File: src/rtl/game_pkg.sv
// -----------------------------------------------------------------------------
// game_pkg
// Shared definitions for the car-racing display pipeline: screen-state
// encoding, colour constants, screen geometry and game-rule defaults. Imported
// by the game-flow sequencer, the pixel mux, the dtg and the image blocks.
// -----------------------------------------------------------------------------
package game_pkg;

  // Screen state encoding; the numeric values are visible on state_out.
  typedef enum logic [1:0] {
    ST_TITLE = 2'd0,
    ST_PLAY  = 2'd1,
    ST_WIN   = 2'd2,
    ST_LOSE  = 2'd3
  } state_t;

  // 12-bit colours, packed {blue, green, red}.
  localparam logic [11:0] BLACK = 12'h000;
  localparam logic [11:0] WHITE = 12'hFFF;

  // Visible screen geometry.
  localparam int SCREEN_W     = 640;
  localparam int SCREEN_H     = 480;
  localparam int LAST_ROW_DEF = SCREEN_H - 1;
  localparam int LAST_COL_DEF = SCREEN_W - 1;

  // Game rule defaults.
  localparam int WIN_SCORE_DEF   = 50;
  localparam int HOLD_FRAMES_DEF = 180;

  // Overlay compositing: black overlay pixels are transparent and let the
  // underlying layer show through.
  function automatic logic [11:0] overlay_pick(input logic [11:0] ovl,
                                               input logic [11:0] base);
    return (ovl != BLACK) ? ovl : base;
  endfunction

endpackage

File: src/rtl/game_screen_ctrl_screen_mux.sv
// -----------------------------------------------------------------------------
// screen_mux
// Registered final pixel select. Chooses the title overlay, the game layer,
// or the win/lose overlay composited over the frozen game layer, and blanks
// to black outside the visible region. One clock of latency.
//
// Ports:
//   clk          pixel clock
//   rst          asynchronous active-high reset (output forced black)
//   video_on_i   visible-region flag, aligned with the pixel inputs
//   state_i      screen state that applies to this pixel
//   game_pix_i   game layer pixel
//   win_pix_i    win overlay pixel (black = transparent)
//   lose_pix_i   lose overlay pixel (black = transparent)
//   title_pix_i  title overlay pixel
//   pix_o        registered output pixel
// -----------------------------------------------------------------------------
module screen_mux
  import game_pkg::*;
(
  input  logic        clk,
  input  logic        rst,
  input  logic        video_on_i,
  input  state_t      state_i,
  input  logic [11:0] game_pix_i,
  input  logic [11:0] win_pix_i,
  input  logic [11:0] lose_pix_i,
  input  logic [11:0] title_pix_i,
  output logic [11:0] pix_o
);

  logic [11:0] pix_d;
  logic [11:0] pix_q;

  always_comb begin
    pix_d = BLACK;
    if (video_on_i) begin
      unique case (state_i)
        ST_TITLE: pix_d = title_pix_i;
        ST_PLAY:  pix_d = game_pix_i;
        ST_WIN:   pix_d = overlay_pick(win_pix_i, game_pix_i);
        ST_LOSE:  pix_d = overlay_pick(lose_pix_i, game_pix_i);
        default:  pix_d = BLACK;
      endcase
    end
  end

  always_ff @(posedge clk or posedge rst) begin
    if (rst) begin
      pix_q <= BLACK;
    end else begin
      pix_q <= pix_d;
    end
  end

  assign pix_o = pix_q;

endmodule

File: src/rtl/game_screen_ctrl.sv
// -----------------------------------------------------------------------------
// game_screen_ctrl
// Game-flow sequencer. Owns the screen state (title, play, win, lose), keeps
// the car/score logic in reset outside of play, changes state only at frame
// boundaries and drives the final registered pixel mux.
//
// Parameters:
//   WIN_SCORE    score at or above which play ends in a win
//   HOLD_FRAMES  frames the win/lose screen is held (1..255)
//   LAST_ROW     final visible row of a frame
//   LAST_COL     final visible column of a frame
//
// Ports:
//   clk         pixel clock, all logic on rising edge
//   reset       asynchronous active-high reset
//   pix_row     current pixel row from dtg
//   pix_col     current pixel column from dtg
//   video_on    visible-region flag from dtg
//   start_btn   debounced start button (level)
//   crash_in    collision flag from moving cars (level or pulse)
//   score_in    current score from moving cars
//   game_pix    game layer pixel
//   win_pix     win overlay pixel
//   lose_pix    lose overlay pixel
//   title_pix   title overlay pixel
//   game_reset  high outside PLAY, holds car/score logic in reset
//   game_run    high only in PLAY
//   state_out   current state encoding
//   frame_tick  one-cycle pulse the cycle after the last visible pixel
//   pix_out     selected pixel, {blue, green, red}
// -----------------------------------------------------------------------------
module game_screen_ctrl
  import game_pkg::*;
#(
  parameter int WIN_SCORE   = WIN_SCORE_DEF,
  parameter int HOLD_FRAMES = HOLD_FRAMES_DEF,
  parameter int LAST_ROW    = LAST_ROW_DEF,
  parameter int LAST_COL    = LAST_COL_DEF
) (
  input  logic        clk,
  input  logic        reset,
  input  logic [9:0]  pix_row,
  input  logic [9:0]  pix_col,
  input  logic        video_on,
  input  logic        start_btn,
  input  logic        crash_in,
  input  logic [5:0]  score_in,
  input  logic [11:0] game_pix,
  input  logic [11:0] win_pix,
  input  logic [11:0] lose_pix,
  input  logic [11:0] title_pix,
  output logic        game_reset,
  output logic        game_run,
  output logic [1:0]  state_out,
  output logic        frame_tick,
  output logic [11:0] pix_out
);

  localparam logic [9:0] LAST_ROW_C  = 10'(LAST_ROW);
  localparam logic [9:0] LAST_COL_C  = 10'(LAST_COL);
  localparam logic [5:0] WIN_SCORE_C = 6'(WIN_SCORE);
  localparam logic [7:0] HOLD_LAST_C = 8'(HOLD_FRAMES - 1);

  state_t     state_q, state_d;
  logic [7:0] hold_cnt_q, hold_cnt_d;
  logic       frame_tick_q, frame_tick_d;
  logic       start_dly_q;
  logic       start_pend_q, start_pend_d;
  logic       win_pend_q, win_pend_d;
  logic       lose_pend_q, lose_pend_d;
  logic       game_reset_q, game_run_q;

  logic start_rise;
  logic start_evt, win_evt, lose_evt;
  logic start_seen, win_seen, lose_seen;

  // The delayed copy resets to 1 so a button held through reset is not
  // mistaken for a fresh press.
  assign start_rise = start_btn & ~start_dly_q;

  // Events are qualified by the state they are meaningful in; presses outside
  // TITLE are dropped rather than queued.
  assign start_evt = (state_q == ST_TITLE) & start_rise;
  assign win_evt   = (state_q == ST_PLAY) & (score_in >= WIN_SCORE_C);
  assign lose_evt  = (state_q == ST_PLAY) & crash_in;

  // Latched view including the current cycle, so an event coinciding with
  // frame_tick still counts toward that tick.
  assign start_seen = start_pend_q | start_evt;
  assign win_seen   = win_pend_q   | win_evt;
  assign lose_seen  = lose_pend_q  | lose_evt;

  always_comb begin
    frame_tick_d = (pix_row == LAST_ROW_C) && (pix_col == LAST_COL_C);

    // Latches accumulate within a frame and are consumed by each tick.
    start_pend_d = frame_tick_q ? 1'b0 : start_seen;
    win_pend_d   = frame_tick_q ? 1'b0 : win_seen;
    lose_pend_d  = frame_tick_q ? 1'b0 : lose_seen;

    state_d    = state_q;
    hold_cnt_d = hold_cnt_q;

    unique case (state_q)
      ST_TITLE: begin
        hold_cnt_d = 8'd0;
        if (frame_tick_q && start_seen) begin
          state_d = ST_PLAY;
        end
      end
      ST_PLAY: begin
        hold_cnt_d = 8'd0;
        if (frame_tick_q) begin
          // Win takes priority over a crash in the same frame.
          if (win_seen) begin
            state_d = ST_WIN;
          end else if (lose_seen) begin
            state_d = ST_LOSE;
          end
        end
      end
      ST_WIN, ST_LOSE: begin
        if (frame_tick_q) begin
          if (hold_cnt_q == HOLD_LAST_C) begin
            state_d    = ST_TITLE;
            hold_cnt_d = 8'd0;
          end else begin
            hold_cnt_d = hold_cnt_q + 8'd1;
          end
        end
      end
      default: begin
        state_d    = ST_TITLE;
        hold_cnt_d = 8'd0;
      end
    endcase
  end

  always_ff @(posedge clk or posedge reset) begin
    if (reset) begin
      state_q      <= ST_TITLE;
      hold_cnt_q   <= 8'd0;
      frame_tick_q <= 1'b0;
      start_dly_q  <= 1'b1;
      start_pend_q <= 1'b0;
      win_pend_q   <= 1'b0;
      lose_pend_q  <= 1'b0;
      game_reset_q <= 1'b1;
      game_run_q   <= 1'b0;
    end else begin
      state_q      <= state_d;
      hold_cnt_q   <= hold_cnt_d;
      frame_tick_q <= frame_tick_d;
      start_dly_q  <= start_btn;
      start_pend_q <= start_pend_d;
      win_pend_q   <= win_pend_d;
      lose_pend_q  <= lose_pend_d;
      // Registered from next state so they move on the same edge as state_out.
      game_reset_q <= (state_d != ST_PLAY);
      game_run_q   <= (state_d == ST_PLAY);
    end
  end

  // The mux is fed the next state so the pixel sampled during the tick cycle
  // (the first pixel after the frame boundary) already uses the new screen.
  screen_mux u_screen_mux (
    .clk         (clk),
    .rst         (reset),
    .video_on_i  (video_on),
    .state_i     (state_d),
    .game_pix_i  (game_pix),
    .win_pix_i   (win_pix),
    .lose_pix_i  (lose_pix),
    .title_pix_i (title_pix),
    .pix_o       (pix_out)
  );

  assign state_out  = state_q;
  assign frame_tick = frame_tick_q;
  assign game_reset = game_reset_q;
  assign game_run   = game_run_q;

endmodule

File: config.mk
export PLATFORM = sky130hd
export DESIGN_NAME = game_screen_ctrl
export DESIGN_NICKNAME = d
export VERILOG_FILES = /design/src/rtl/game_pkg.sv /design/src/rtl/game_screen_ctrl_screen_mux.sv /design/src/rtl/game_screen_ctrl.sv
export SDC_FILE = /design/constraint.sdc
export NUM_CORES = 1
export LEC_CHECK = 0
export CORE_MARGIN = 8
export CORE_UTILIZATION = 43
export DETAILED_ROUTE_END_ITERATION = 6
export GPL_ROUTABILITY_DRIVEN = 1
export PLACE_DENSITY = 0.93
export SLEW_MARGIN = 20
export SYNTH_ARGS = -nofsm -noshare
export SYNTH_HDL_FRONTEND = slang
export SYNTH_SLANG_ARGS = --single-unit
File: constraint.sdc
create_clock -name clk -period 5.1 [get_ports clk]
set_input_delay 1.02 -clock clk [delete_from_list [all_inputs] [get_ports clk]]
set_output_delay 1.02 -clock clk [all_outputs]
set_load 0.02 [all_outputs]
# ---- Word level (Yosys, flattened, before mapping)
# Index checks and enable logic that the tools add are counted.
# W data, S select, Z words.
dict set report totals {
  n_memories 0
  latchBits 0
  ram_bits 0
  out_inout_bits 17
  ff_bits 29
  romBits 0
}
dict set report classes {
  multipliers 0
  n_lt_le_gt_ge 1
  div 0
  reduce_logical 8
  muxes 17
  eq_ne 11
  addsub 1
  bitwise 8
  n_shift 0
}
# op n
set ops {}
lappend ops {{$pmux W12 S4} 1}
lappend ops {{$mux W12} 3}
lappend ops {{$reduce_bool A12 Y1} 2}
lappend ops {{$mux W8} 2}
lappend ops {{$pmux W8 S2} 1}
lappend ops {{$mux W2} 6}
lappend ops {{$eq A10 B10 Y1 const B} 1}
lappend ops {{$eq A10 B9 Y1 const B} 1}
lappend ops {{$add A8 B1 Y8 const B} 1}
lappend ops {{$eq A2 B2 Y1 const B} 4}
lappend ops {{$eq A8 B8 Y1 const B} 1}
lappend ops {{$ge A6 B6 Y1 const B} 1}
lappend ops {{$pmux W2 S3} 1}
lappend ops {{$and A1 B1 Y1} 4}
lappend ops {{$eq A2 B1 Y1 const B} 2}
lappend ops {{$logic_not A2 Y1} 2}
lappend ops {{$reduce_or A2 Y1} 2}
lappend ops {{$mux W1} 3}
lappend ops {{$or A1 B1 Y1} 3}
lappend ops {{$logic_and A1 B1 Y1} 2}
lappend ops {{$ne A2 B1 Y1 const B} 1}
lappend ops {{$ne A2 B2 Y1 const B} 1}
lappend ops {{$not A1 Y1} 1}

# ---- Depth between registers and ports, before layout
dict set report depth {
  word_depth 10
  depth_mapped 7
  ltp_nobuf 6
}

# ---- By module
# A second synthesis with hierarchy kept.
dict set report unflattened {
  hier_cells 183
  hier_area_um2 1820.5
}
# mod n_inst area_per_inst_um2 cells_each seq_area_each_um2
set by_module_without_submodules {}
lappend by_module_without_submodules {screen_mux 1 934.6 94 300.3}
lappend by_module_without_submodules {game_screen_ctrl 1 885.8 89 427.9}

# ---- Least setup slack after synthesis
# OpenSTA, ideal clock, no wires.
dict set report synth_path {
  kind {input to register}
  startpoint {input score_in[3]}
  endpoint {register u_screen_mux.pix_q[3] (netlist: u_screen_mux.pix_o[3])}
  slack_ps 2640
  t_required_ps 4977
  arrival_ps 2337
  path_stages 6
  path_buffers 1
  cell_sequence {o311a_4 > o211ai_4 > nand2_4 > or2_4 > buf_6 > o221a_1}
}
dict set report synth_between {
  elab_chain_len 9
  elab_cells_between_ends 12
  cone_classes {order compare (1); eq/ne (3); mux (5); bitwise (2); reduce/logical (1)}
}
# item line
set synth_lines {}
lappend synth_lines {{start: declaration} game_screen_ctrl.sv:47} ;# input logic [5:0] score_in,
lappend synth_lines {{$ge A6 B6 Y1 *} game_screen_ctrl.sv:84} ;# assign win_evt = (state_q == ST_PLAY) & (score_in >= WIN_SCORE_C);
lappend synth_lines {{$and A1 B1 Y1 *} game_screen_ctrl.sv:84}
lappend synth_lines {{$or A1 B1 Y1 *} game_screen_ctrl.sv:90} ;# assign win_seen = win_pend_q | win_evt;
lappend synth_lines {{$mux W2 *} game_screen_ctrl.sv:115} ;# if (win_seen) begin
lappend synth_lines {{$mux W2 *} game_screen_ctrl.sv:113} ;# if (frame_tick_q) begin
lappend synth_lines {{$pmux W2 S3 *} game_screen_ctrl.sv:104} ;# unique case (state_q)
lappend synth_lines {{net state_d[1]} game_screen_ctrl.sv:64} ;# state_t state_q, state_d;
lappend synth_lines {{$eq A2 B2 Y1, or another cell as far along} game_screen_ctrl_screen_mux.sv:38} ;# unique case (state_i)
lappend synth_lines {{$pmux W12 S4 *} game_screen_ctrl_screen_mux.sv:38}
lappend synth_lines {{$mux W12 *} game_screen_ctrl_screen_mux.sv:37} ;# if (video_on_i) begin
lappend synth_lines {{net u_screen_mux.pix_d[3]} game_screen_ctrl_screen_mux.sv:32} ;# logic [11:0] pix_d;
lappend synth_lines {{end signal: assignment} game_screen_ctrl_screen_mux.sv:52} ;# pix_q <= pix_d;
lappend synth_lines {{end: declaration} game_screen_ctrl_screen_mux.sv:33} ;# logic [11:0] pix_q;
# The timed path passes the listed nets; every way through them passes the cells marked *.
# A chain may end at the register's enable or synchronous reset.

# ---- Worst setup path in the final report
dict set report layout_path {
  startpoint {input start_btn}
  endpoint {register u_screen_mux.pix_q[11] (netlist: u_screen_mux.pix_o[11])}
}
dict set report layout_between {
  elab_chain_len 9
  elab_cells_between_ends 12
  cone_classes {eq/ne (3); mux (4); bitwise (3); reduce/logical (2)}
}
# item line
set layout_lines {}
lappend layout_lines {{start: declaration} game_screen_ctrl.sv:45} ;# input logic start_btn,
lappend layout_lines {{$and A1 B1 Y1 *} game_screen_ctrl.sv:79} ;# assign start_rise = start_btn & ~start_dly_q;
lappend layout_lines {{$and A1 B1 Y1 *} game_screen_ctrl.sv:83} ;# assign start_evt = (state_q == ST_TITLE) & start_rise;
lappend layout_lines {{$or A1 B1 Y1 *} game_screen_ctrl.sv:89} ;# assign start_seen = start_pend_q | start_evt;
lappend layout_lines {{$logic_and A1 B1 Y1 *} game_screen_ctrl.sv:107} ;# if (frame_tick_q && start_seen) begin
lappend layout_lines {{$mux W2 *} game_screen_ctrl.sv:107}
lappend layout_lines {{$pmux W2 S3 *} game_screen_ctrl.sv:104}
lappend layout_lines {{$eq A2 B2 Y1, or another cell as far along} game_screen_ctrl_screen_mux.sv:38}
lappend layout_lines {{$pmux W12 S4 *} game_screen_ctrl_screen_mux.sv:38}
lappend layout_lines {{$mux W12 *} game_screen_ctrl_screen_mux.sv:37}
lappend layout_lines {{net u_screen_mux.pix_d[11]} game_screen_ctrl_screen_mux.sv:32}
# Marks and branches as above.

==> out/results.ini <==
[timing]
rsz0062_at_grt=no
timing.fmax_ghz=0.3230
fin_skew_ns=0.006736
max_slew_margin=0.3230
fin_crit_sh=0.6071
setup_viol=0
worstMarginPinSlew_ns=1.016
slew_viol_final=0
setup_tns_ns=0
hold_violations=0
fin_crit_ns=3.096

[cts]
postCtsHoldBufs=0
clockRootBuffer=clkbuf_8
cts-resized-gates=0
clockBufferDepth=2
clk_pin_slew_ns=0.06
cts_sinks=29
cts_setup_buffers=0
h-tree-depth=2
cts_tree=yes
cts_buffers=5
clkLatencyLatePin_ns=0.28

[die]
dieHeight_um=81.56
placementRows=24
ios=96
initial_core_util=0.4365
die_area_um2=6651
core_um2=4234
die_w_um=81.56

[power]
seqPwrFrac=0.431
p_int_mw=0.4231
powerDensity_nw_per_um2=192.2
switching_share=0.2386
power_mw=0.5556
ir_drop_mv=0.1492
p_sw_mw=0.1325
total_leakage_power_nw=1.113
p_clk_frac=0.349
power_frac_comb=0.220

[synth]
synth_area_leaders=dfrtp_1, a21oi_1, o221a_1
syn_area_per_cell_um2=8.971
synthArstFlopShare=1.000
synth_top_area_frac=0.3656
yosys_register_bits=29
synth_edf_count=0
synth_area_um2=1848
synth.yosys.seq_area_share=0.3940
yosys.area.top_type=dfrtp_1
ys_warn_count=0
syn_inst=206
synth_fp_nets=286
synth_ff_type=dfrtp_1
synth_cell_types=47

[global_route]
grt_usage=0.1932
grt_max_degree=30
grt_pass1_wl_um=10200
grt_antenna_before_repair=0
grt.overflow.total=0
grt_pass1_vias=2077

[worst_setup_path]
path_class=in2reg
start_kind=input port
crit_fanout=13
slowest_stage=nor2_1
arrival_ns=3.32
crit_required_ns=5.32
slowest_delay_ns=0.71
path_cells=clkdlybuf4s50_1 -> nand2b_1 -> a211o_1 -> nor2_1 -> or2_4 -> o221a_2
cp-end-kind=register

[final_layout]
fin_nets=376
layout_common_cells=clkdlybuf4s50_1, a21oi_1, dfrtp_1
areaGrowthSynthToFinish_pct=56.47
drive_gt1_frac=0.06734
antennaDiodeCount=0
final_common_cell=clkdlybuf4s50_1

[detailed_routing]
first_iter_violations=430
antenna_left=0
wirelength_um=6471
wire_per_inst_um=18.54
vias=2123
drc=0
first_pass_iters=5
viasPerCell=6.083

[run_status]
status=complete, no violations

[run]
cap_viol_max_count=0

[min_path]
min-delay-path-class=reg2reg

[place]
io_buffer_count=94
place.gp.congestion=0.8887
dp_hpwl_um=4959

-- state kept, by name (all words and copies together), names as in the netlist --
name and count:
frame_tick 1, start_pend_q 1, win_pend_q 1, game_run 1
game_reset 1, u_screen_mux.pix_o 12, lose_pend_q 1, state_out 2
hold_cnt_q 8, start_dly_q 1
-- metrics by stage --
| stage | hold slack, ns | setup WS (ns) | instance area, µm² | cells | util |
|---|---|---|---|---|---|
| after floorplan | 0.4859 | 2.640 | 1848 | 206 | - |
| after global placement | 0.5107 | 1.811 | 2801 | 341 | 0.6616 |
| after detailed placement | 0.5260 | 1.777 | 2801 | 341 | 0.6616 |
| after CTS | 0.5393 | 2.065 | 2892 | 349 | 0.6829 |
| after global routing | 0.5712 | 1.988 | 2892 | 349 | 0.6829 |
| final | 0.5349 | 2.004 | 2892 | 349 | 0.6829 |
-- Yosys cell counts (4+ instances only) --
cell      count
nor2_1       13
nor3_1       15
a21oi_1      35
clkbuf_1      7
nand4_1       5
dfrtp_1      27
xor2_1        4
o221a_1      10
o22ai_1      18
inv_1         7
nor4_1        8
nand2_1      11
-- final timing paths --
kind	startpoint	end	slack, ns	cells past startpoint
min	lose_pend_q	lose_pend_q	0.53	2
max	start_btn	u_screen_mux.pix_o[11]	2.00	6
max in group asynchronous	reset	hold_cnt_q[7]	3.57	2
max reg2reg	hold_cnt_q[0]	u_screen_mux.pix_o[5]	2.54	6
min in group asynchronous	reset	u_screen_mux.pix_o[5]	1.13	2
min reg2reg	lose_pend_q	lose_pend_q	0.53	2
-- routing by layer --
metal  up-vias  track usage  routed length, µm
li1        982            -                  -
met1      1014       0.2359               2487
met2       113       0.3270               3387
met3        14      0.04267                497
met4         0      0.06786                100
met5         -            0                  0
-- cells by family after synthesis --
group           synth area share
flops                     0.3940
simple gates              0.2248
fa+ha+maj               0.006769
xor+xnor                 0.02370
buf+inv                  0.04672
compound gates            0.3040
-- worst max-delay path: cells and delay by family --
family                 cells  cell delay (ns)
AOI/OAI and AO/OA          2             0.69
buffers and inverters      1             0.47
and+or+nand+nor            3             1.13
-- final cells by class --
class	count	area [µm²]
clock buffer	8	90.09
fill	329	1343
inverter	7	26.28
multi-input combinational	158	1033
sequential	29	728.2
tap	52	65.06
timing repair buffer	95	948.4
-- power by group through the flow --
stage	Clock (mW)	Combinational, mW	Sequential, mW
global placement	0	0.119	0.244
CTS	0.196	0.121	0.240
floorplan	0	0.0275	0.251
global route	0.207	0.130	0.240
finish	0.194	0.122	0.239
detailed placement	0	0.121	0.244
Power figures use the tool's default switching activity.
